$ cat config.mk
export PLATFORM = sky130hd
export DESIGN_NAME = seq_tx
export DESIGN_NICKNAME = d
export VERILOG_FILES = /design/src/rtl/seq_pkg.sv /design/src/rtl/seq_pend_buf.sv /design/src/rtl/seq_tx.sv
export SDC_FILE = /design/constraint.sdc
export NUM_CORES = 1
export LEC_CHECK = 0
export ABC_AREA = 1
export BUFFER_PORTS_ARGS = -buffer_cell sky130_fd_sc_hd__buf_2
export CAP_MARGIN = 20
export CORE_ASPECT_RATIO = 0.7
export CORE_MARGIN = 2
export CORE_UTILIZATION = 45
export CTS_CLUSTER_DIAMETER = 200
export DETAILED_ROUTE_END_ITERATION = 7
export MAX_ROUTING_LAYER = met4
export PLACE_DENSITY_LB_ADDON = 0.1
export SLEW_MARGIN = 20
export SYNTH_ARGS = -nofsm -noshare
export SYNTH_HDL_FRONTEND = slang
export SYNTH_SLANG_ARGS = --single-unit
$ cat constraint.sdc
create_clock -name clk -period 1.4 [get_ports clk]
set_input_delay 0.28 -clock clk [delete_from_list [all_inputs] [get_ports clk]]
set_output_delay 0.28 -clock clk [all_outputs]
set_load 0.05 [all_outputs]
$ cat src/rtl/seq_pkg.sv
// Shared types and helpers for the bit-serial pattern transmitter.
package seq_pkg;

  typedef enum logic [1:0] {
    IDLE,
    SHIFT,
    GAP
  } seq_state_t;

  localparam logic SEQ_IDLE_LVL = 1'b0;

  // Counter width able to hold values 0..n-1, never narrower than one bit.
  function automatic int unsigned seq_cnt_w(input int unsigned n);
    return (n < 2) ? 1 : $clog2(n);
  endfunction

endpackage

$ cat src/rtl/seq_pend_buf.sv
// One-entry holding register for the word queued behind the frame in flight.
module seq_pend_buf #(
  parameter int unsigned WIDTH = 8
) (
  input  logic             clk,
  input  logic             rst_n,
  input  logic             load,
  input  logic             take,
  input  logic [WIDTH-1:0] din,
  output logic             full,
  output logic [WIDTH-1:0] dout
);

  logic             full_q, full_d;
  logic [WIDTH-1:0] data_q, data_d;

  always_comb begin
    full_d = full_q;
    data_d = data_q;
    if (take) begin
      full_d = 1'b0;
    end
    if (load) begin
      full_d = 1'b1;
      data_d = din;
    end
  end

  always_ff @(posedge clk or negedge rst_n) begin
    if (!rst_n) begin
      full_q <= 1'b0;
      data_q <= '0;
    end else begin
      full_q <= full_d;
      data_q <= data_d;
    end
  end

  assign full = full_q;
  assign dout = data_q;

endmodule

$ cat src/rtl/seq_tx.sv
// Serial pattern transmitter: parallel words in over valid/ready, MSB-first
// bit stream out, with a one-word pending buffer and optional inter-frame gap.
module seq_tx #(
  parameter int unsigned WIDTH = 8,
  parameter int unsigned GAP   = 0
) (
  input  logic             clk,
  input  logic             rst_n,
  input  logic [WIDTH-1:0] data,
  input  logic             valid,
  output logic             ready,
  output logic             out,
  output logic             busy,
  output logic             done
);
  import seq_pkg::*;

  localparam int unsigned BCW    = seq_cnt_w(WIDTH);
  localparam int unsigned GCW    = seq_cnt_w(GAP + 1);
  localparam int unsigned GAP_M1 = (GAP > 0) ? GAP - 1 : 0;
  localparam logic [BCW-1:0] BIT_LAST = BCW'(WIDTH - 1);
  localparam logic [GCW-1:0] GAP_LAST = GCW'(GAP_M1);

  seq_state_t       state_q, state_d;
  logic [WIDTH-1:0] shreg_q, shreg_d;
  logic [BCW-1:0]   bcnt_q, bcnt_d;
  logic [GCW-1:0]   gcnt_q, gcnt_d;
  logic             out_q, out_d;
  logic             busy_q, busy_d;
  logic             done_q, done_d;

  logic             accept;
  logic             frame_end;
  logic             pend_full;
  logic             pend_load;
  logic             pend_take;
  logic [WIDTH-1:0] pend_data;

  seq_pend_buf #(
    .WIDTH(WIDTH)
  ) u_pend (
    .clk  (clk),
    .rst_n(rst_n),
    .load (pend_load),
    .take (pend_take),
    .din  (data),
    .full (pend_full),
    .dout (pend_data)
  );

  assign ready  = !pend_full;
  assign accept = valid && ready;

  always_comb begin
    state_d   = state_q;
    shreg_d   = shreg_q;
    bcnt_d    = bcnt_q;
    gcnt_d    = gcnt_q;
    done_d    = 1'b0;
    pend_load = 1'b0;
    pend_take = 1'b0;
    frame_end = 1'b0;

    case (state_q)
      seq_pkg::IDLE: frame_end = 1'b1;
      seq_pkg::SHIFT: begin
        shreg_d = shreg_q << 1;
        bcnt_d  = bcnt_q - BCW'(1);
        if (bcnt_q == '0) begin
          done_d = 1'b1;
          if (GAP != 0) begin
            state_d   = seq_pkg::GAP;
            gcnt_d    = GAP_LAST;
            pend_load = accept;
          end else begin
            frame_end = 1'b1;
          end
        end else begin
          pend_load = accept;
        end
      end
      seq_pkg::GAP: begin
        if (gcnt_q == '0) begin
          frame_end = 1'b1;
        end else begin
          gcnt_d    = gcnt_q - GCW'(1);
          pend_load = accept;
        end
      end
      default: state_d = seq_pkg::IDLE;
    endcase

    // A word offered on a frame boundary with the buffer empty goes straight
    // into the shifter, so IDLE is never entered with a word pending.
    if (frame_end) begin
      if (pend_full || accept) begin
        shreg_d   = pend_full ? pend_data : data;
        pend_take = pend_full;
        bcnt_d    = BIT_LAST;
        state_d   = seq_pkg::SHIFT;
      end else begin
        state_d = seq_pkg::IDLE;
      end
    end

    out_d  = (state_d == seq_pkg::SHIFT) ? shreg_d[WIDTH-1] : SEQ_IDLE_LVL;
    busy_d = (state_d != seq_pkg::IDLE);
  end

  always_ff @(posedge clk or negedge rst_n) begin
    if (!rst_n) begin
      state_q <= seq_pkg::IDLE;
      shreg_q <= '0;
      bcnt_q  <= '0;
      gcnt_q  <= '0;
      out_q   <= SEQ_IDLE_LVL;
      busy_q  <= 1'b0;
      done_q  <= 1'b0;
    end else begin
      state_q <= state_d;
      shreg_q <= shreg_d;
      bcnt_q  <= bcnt_d;
      gcnt_q  <= gcnt_d;
      out_q   <= out_d;
      busy_q  <= busy_d;
      done_q  <= done_d;
    end
  end

  assign out  = out_q;
  assign busy = busy_q;
  assign done = done_q;

endmodule
Yosys cells after proc, flatten, opt, wreduce, memory -nomap -nowiden
Index checks and enable logic that the tools add are counted.

$add $sub $neg: 2. Equality and inequality tests: 3. Muxes and demuxes: 23. Reductions and logical operators: 8.

Operator list (number): $mux 8 (4); $mux 1 (12); $mux 3 (3); $eq 2x1->1 const B (2); $mux 2 (2); $reduce_bool 2->1 (2); $logic_not 3->1 (1); $pmux 1 s3 (1); $reduce_or 3->1 (1); $sub 3x1->3 const B (1); $eq 2x2->1 const B (1); $logic_not 2->1 (1); $pmux 1 s2 (1); $logic_and 1x1->1 (1); $logic_not 1->1 (1); $logic_or 1x1->1 (1); $sub 1x1->1 const B (1).

Bits in registers: 26. Bits of input ports: 11. Output and inout bits: 4. Logic and storage cells: 45.

Longest topological paths before layout
Depth in word-level cells: 7. Gate-level depth with buffers: 9. Depth with buffers taken out: 8.

Hierarchy
Synthesis repeated with hierarchy kept, for this count alone.

Cell total of the unflattened synthesis: 142. Area total of the unflattened synthesis: 1189.9 um2.

Modules (own cells, without submodules): seq_tx (times used 1, cells each 104, area each 848.3 um2, sequential area each 400.4 um2); seq_pend_buf (times used 1, cells each 38, area each 341.6 um2, sequential area each 225.2 um2).

Worst setup path before layout
Ideal clock, no wire load.

Path type: register to register. Start point: reg bcnt_q[0]. End point: reg shreg_q[0]. Data arrival time: 1.296 ns. Setup slack: -0.018 ns. Cell stages (with the launch flop): 10. Clock period less this slack: 1.418 ns. Cell sequence: dfrtp_1 inv_1 ha_1 ha_1 nand2_1 nand2_2 nand2_1 buf_4 nand3_1 o21ai_1.

Word-level cells in the longest chain between the ends: 4.

Ends and longest elaborated chain: start: declaration (line seq_tx.sv:26) `logic [BCW-1:0] bcnt_q, bcnt_d;`; start signal: assignment (line seq_tx.sv:122) `bcnt_q <= bcnt_d;`; $logic_not 3->1 (line seq_tx.sv:69) `if (bcnt_q == '0) begin`; $mux 1; $pmux 1 s3 (line seq_tx.sv:64) `case (state_q)`; $mux 8 (line seq_tx.sv:95) `if (frame_end) begin`; net shreg_d[0] (line seq_tx.sv:25) `logic [WIDTH-1:0] shreg_q, shreg_d;`; end signal: assignment (line seq_tx.sv:121) `shreg_q <= shreg_d;`; end: declaration (line seq_tx.sv:25).

The timed path passes the listed nets, and every way through them passes these cells. A chain may end at the register's enable or synchronous reset.

Worst setup path in the final report
Start point: reg bcnt_q[0]. End point: reg shreg_q[1].

Same word-level chain as after synthesis.

==> out/metrics.cfg <==
[yosys]
synth_area_leader_cell = dfrtp_1
synth_area_um2 = 1220
synth_ff_type = dfrtp_1
syn-num-nets = 156
async_flop_share = 1.00
seq_area_frac_synth = 0.513
synth_edf_count = 0
syn_inst = 143
synth_cell_type_count = 23
yosys.area.top_type_share = 0.513
ys_warn_count = 0
synth.most_common_cell = nand2_1
synthTopCellsByArea = dfrtp_1, nand2_1, nand3_1
ys_seq_elements = 25
synth_common_cells = nand2_1, dfrtp_1, nand3_1
synth.avg_cell_area_um2 = 8.53

[critical_path]
cp-startpoint = bcnt_q[0]
regToRegSetupSlack_ns = -0.01
crit-reg2reg-capture = shreg_q[1]
cp_max_fo = 5
path_class = reg2reg
arrival_ns = 1.61
cp-end-kind = flip-flop
crit_path_end = shreg_q[1]
setup.worst_path.start_class = flip-flop
crit_required_ns = 1.60
r2r_start = bcnt_q[0]
reg2reg_depth = 8

[cells_and_area]
regArea_um2 = 626
fill_cells = 234
antenna_cells = 0
area_growth_pct = 23.1
multi_input_area_um2 = 564
final_nets = 181
final_util = 0.597
drive_above_1_share = 0.317
layoutNonFillerInstCount = 201

[routing]
drc_errors = 0
viasPerCell = 4.89
drt_iter0_markers = 18
via_count = 982
routedWlPerCell_um = 12.3
ant_nets = 0
drt-total-wl_um = 2480
drt-pass1-iter-count = 4

[clock_network]
hold_buffers = 0
htreeDepth = 1
cts_tree = done
root_buffer = clkbuf_8
cts_buffers = 3
cts_max_path_buffers = 2
clk_latency_ns = 0.27
cts.sinks = 25
clk_pin_slew_worst_paths_ns = 0.08

[timing]
worst_slack_ns = -0.0102
finalHoldViolCount = 8
setup_viol = 3
slew_viol_final = 0
rsz0062_at_grt = true
slew_headroom = 0.619
hold_slack_ns = -0.00369
worstMarginPinSlew_ns = 0.571
max_freq_mhz = 709
fin_crit_ns = 1.41
finalClockSkew_ns = 0.00204
period_share = 1.01

[job]
drv_cap = 0

[global_route]
grt_pass1_wl_um = 3870
use_met2 = 0.288
grt_overflow = 0
use_met3 = 0.0565
antenna_found_initial = 0
grt_start_max_net_pins = 26
grt.busiest_layer = met2
met1_usage = 0.227
grt.total_usage = 0.177
grt_pass1_vias = 851

[floorplanning]
die_area_um2 = 3150
io-pin-count = 15
dieWidth_um = 66.2
die_h_um = 47.6
num_rows = 15
coreArea_um2 = 2510
start_util = 0.485

[placement]
place_hpwl_um = 1700
dpl.cell_count = 194
port_buffers = 14
gp_congestion = 0.842

[outcome]
violations = hold timing, setup timing
status = finished, violations left

[pwr]
power.density_nw_per_um2 = 2050
total_power_mw = 3.08
leakage_nw = 0.798
peakVddDrop_mv = 0.918

[worst_hold_path]
hold_class = in2async

[registers in the layout (all words and copies together), names as in the netlist]
| signal | flops |
|---|---|
| done | 1 |
| out | 1 |
| u_pend.dout | 8 |
| bcnt_q | 3 |
| state_q | 2 |
| busy | 1 |
| shreg_q | 8 |
| u_pend.full | 1 |
[report_power, final]
part,internal [mW],switching [mW],total (mW)
Sequential,1.02,0.185,1.21
Clock,0.204,0.221,0.425
Combinational,0.566,0.882,1.45
Total,1.79,1.29,3.08
[routing by layer]
| layer | wire length (um) | vias up |
|---|---|---|
| met1 | 1230 | 460 |
| met2 | 1150 | 20 |
| li1 | - | 499 |
| met4 | 10 | 0 |
| met3 | 93 | 3 |
| met5 | 0 | - |
[worst min path at each step]
stage / slack [ns] / endpoint / from
after global routing: 0.03 / u_pend.dout[7] / rst_n
final: -0.004 / busy / rst_n
after global placement: 0.30 / busy / rst_n
after detailed placement: 0.31 / busy / rst_n
after floorplan: -0.02 / bcnt_q[0] / rst_n
after CTS: 0.01 / bcnt_q[1] / rst_n
[logic make-up (layout without fill, tap and decap cells)]
group / Yosys count / after routing / synth area share
compound gates: 20 / 20 / 0.105
xor+xnor: 1 / 1 / 0.00718
fa+ha+maj: 2 / 2 / 0.0205
buf+inv: 19 / 43 / 0.0841
flops: 25 / 25 / 0.513
other cells: 1 / 1 / 0.00307
simple gates: 75 / 75 / 0.268
[stage by stage]
step	area (um^2)	setup WS (ns)	hold WS, ns	setup TNS (ns)
2_1_floorplan	1230	0.00596	-0.0156	0
3_3_place_gp	1350	-0.0918	0.298	-0.673
3_5_place_dp	1350	-0.163	0.308	-1.49
4_1_cts	1450	0.00714	0.0122	0
5_1_grt	1500	-0.114	0.0323	-0.761
6_report	1500	-0.0102	-0.00369	-0.0154
[layout make-up]
type,instances,area share
flip-flops and latches,25,0.417
multi-input cells,99,0.376
repair buffers,26,0.112
inverters,13,0.0375
clock buffers,4,0.0300
well taps,34,0.0283
[critical path: stages, from the launching register on]
cell and delay [ns]:
dfrtp_1 0.39, inv_1 0.06, ha_2 0.18, ha_4 0.17, nand2_4 0.06, nand2_4 0.07
buf_6 0.12, clkinvlp_4 0.14, o21ai_2 0.14
[repair_timing]
| action | in CTS | in global routing |
|---|---|---|
| setup buffers | 2 | 1 |
| setup endpoints to repair | 23 | 20 |
| hold endpoints to repair | 0 | 0 |
| pin swaps | 3 | 10 |
| resized for setup | 10 | 11 |
[layout by cell type (no fill, tap or decap)]
cell	Yosys	routed
a21boi_0	5	5
a21oi_2	0	2
buf_2	1	14
buf_4	2	10
buf_6	3	2
clkbuf_1	0	1
clkbuf_8	0	3
clkinvlp_4	0	2
conb_1	1	1
dfrtp_1	25	25
ha_2	0	1
ha_4	0	1
inv_1	12	10
inv_2	1	1
nand2_1	53	49
nand2_2	4	3
nand2_4	1	6
nand3_1	14	14
nor2_1	1	1
nor2_2	1	1
nor2_4	1	1
o211ai_1	2	2
o21ai_0	3	2
o21ai_1	5	2
o21ai_2	2	6
o31ai_1	1	1
xor2_1	1	1
No activity file was read; power rests on OpenSTA's default activity.
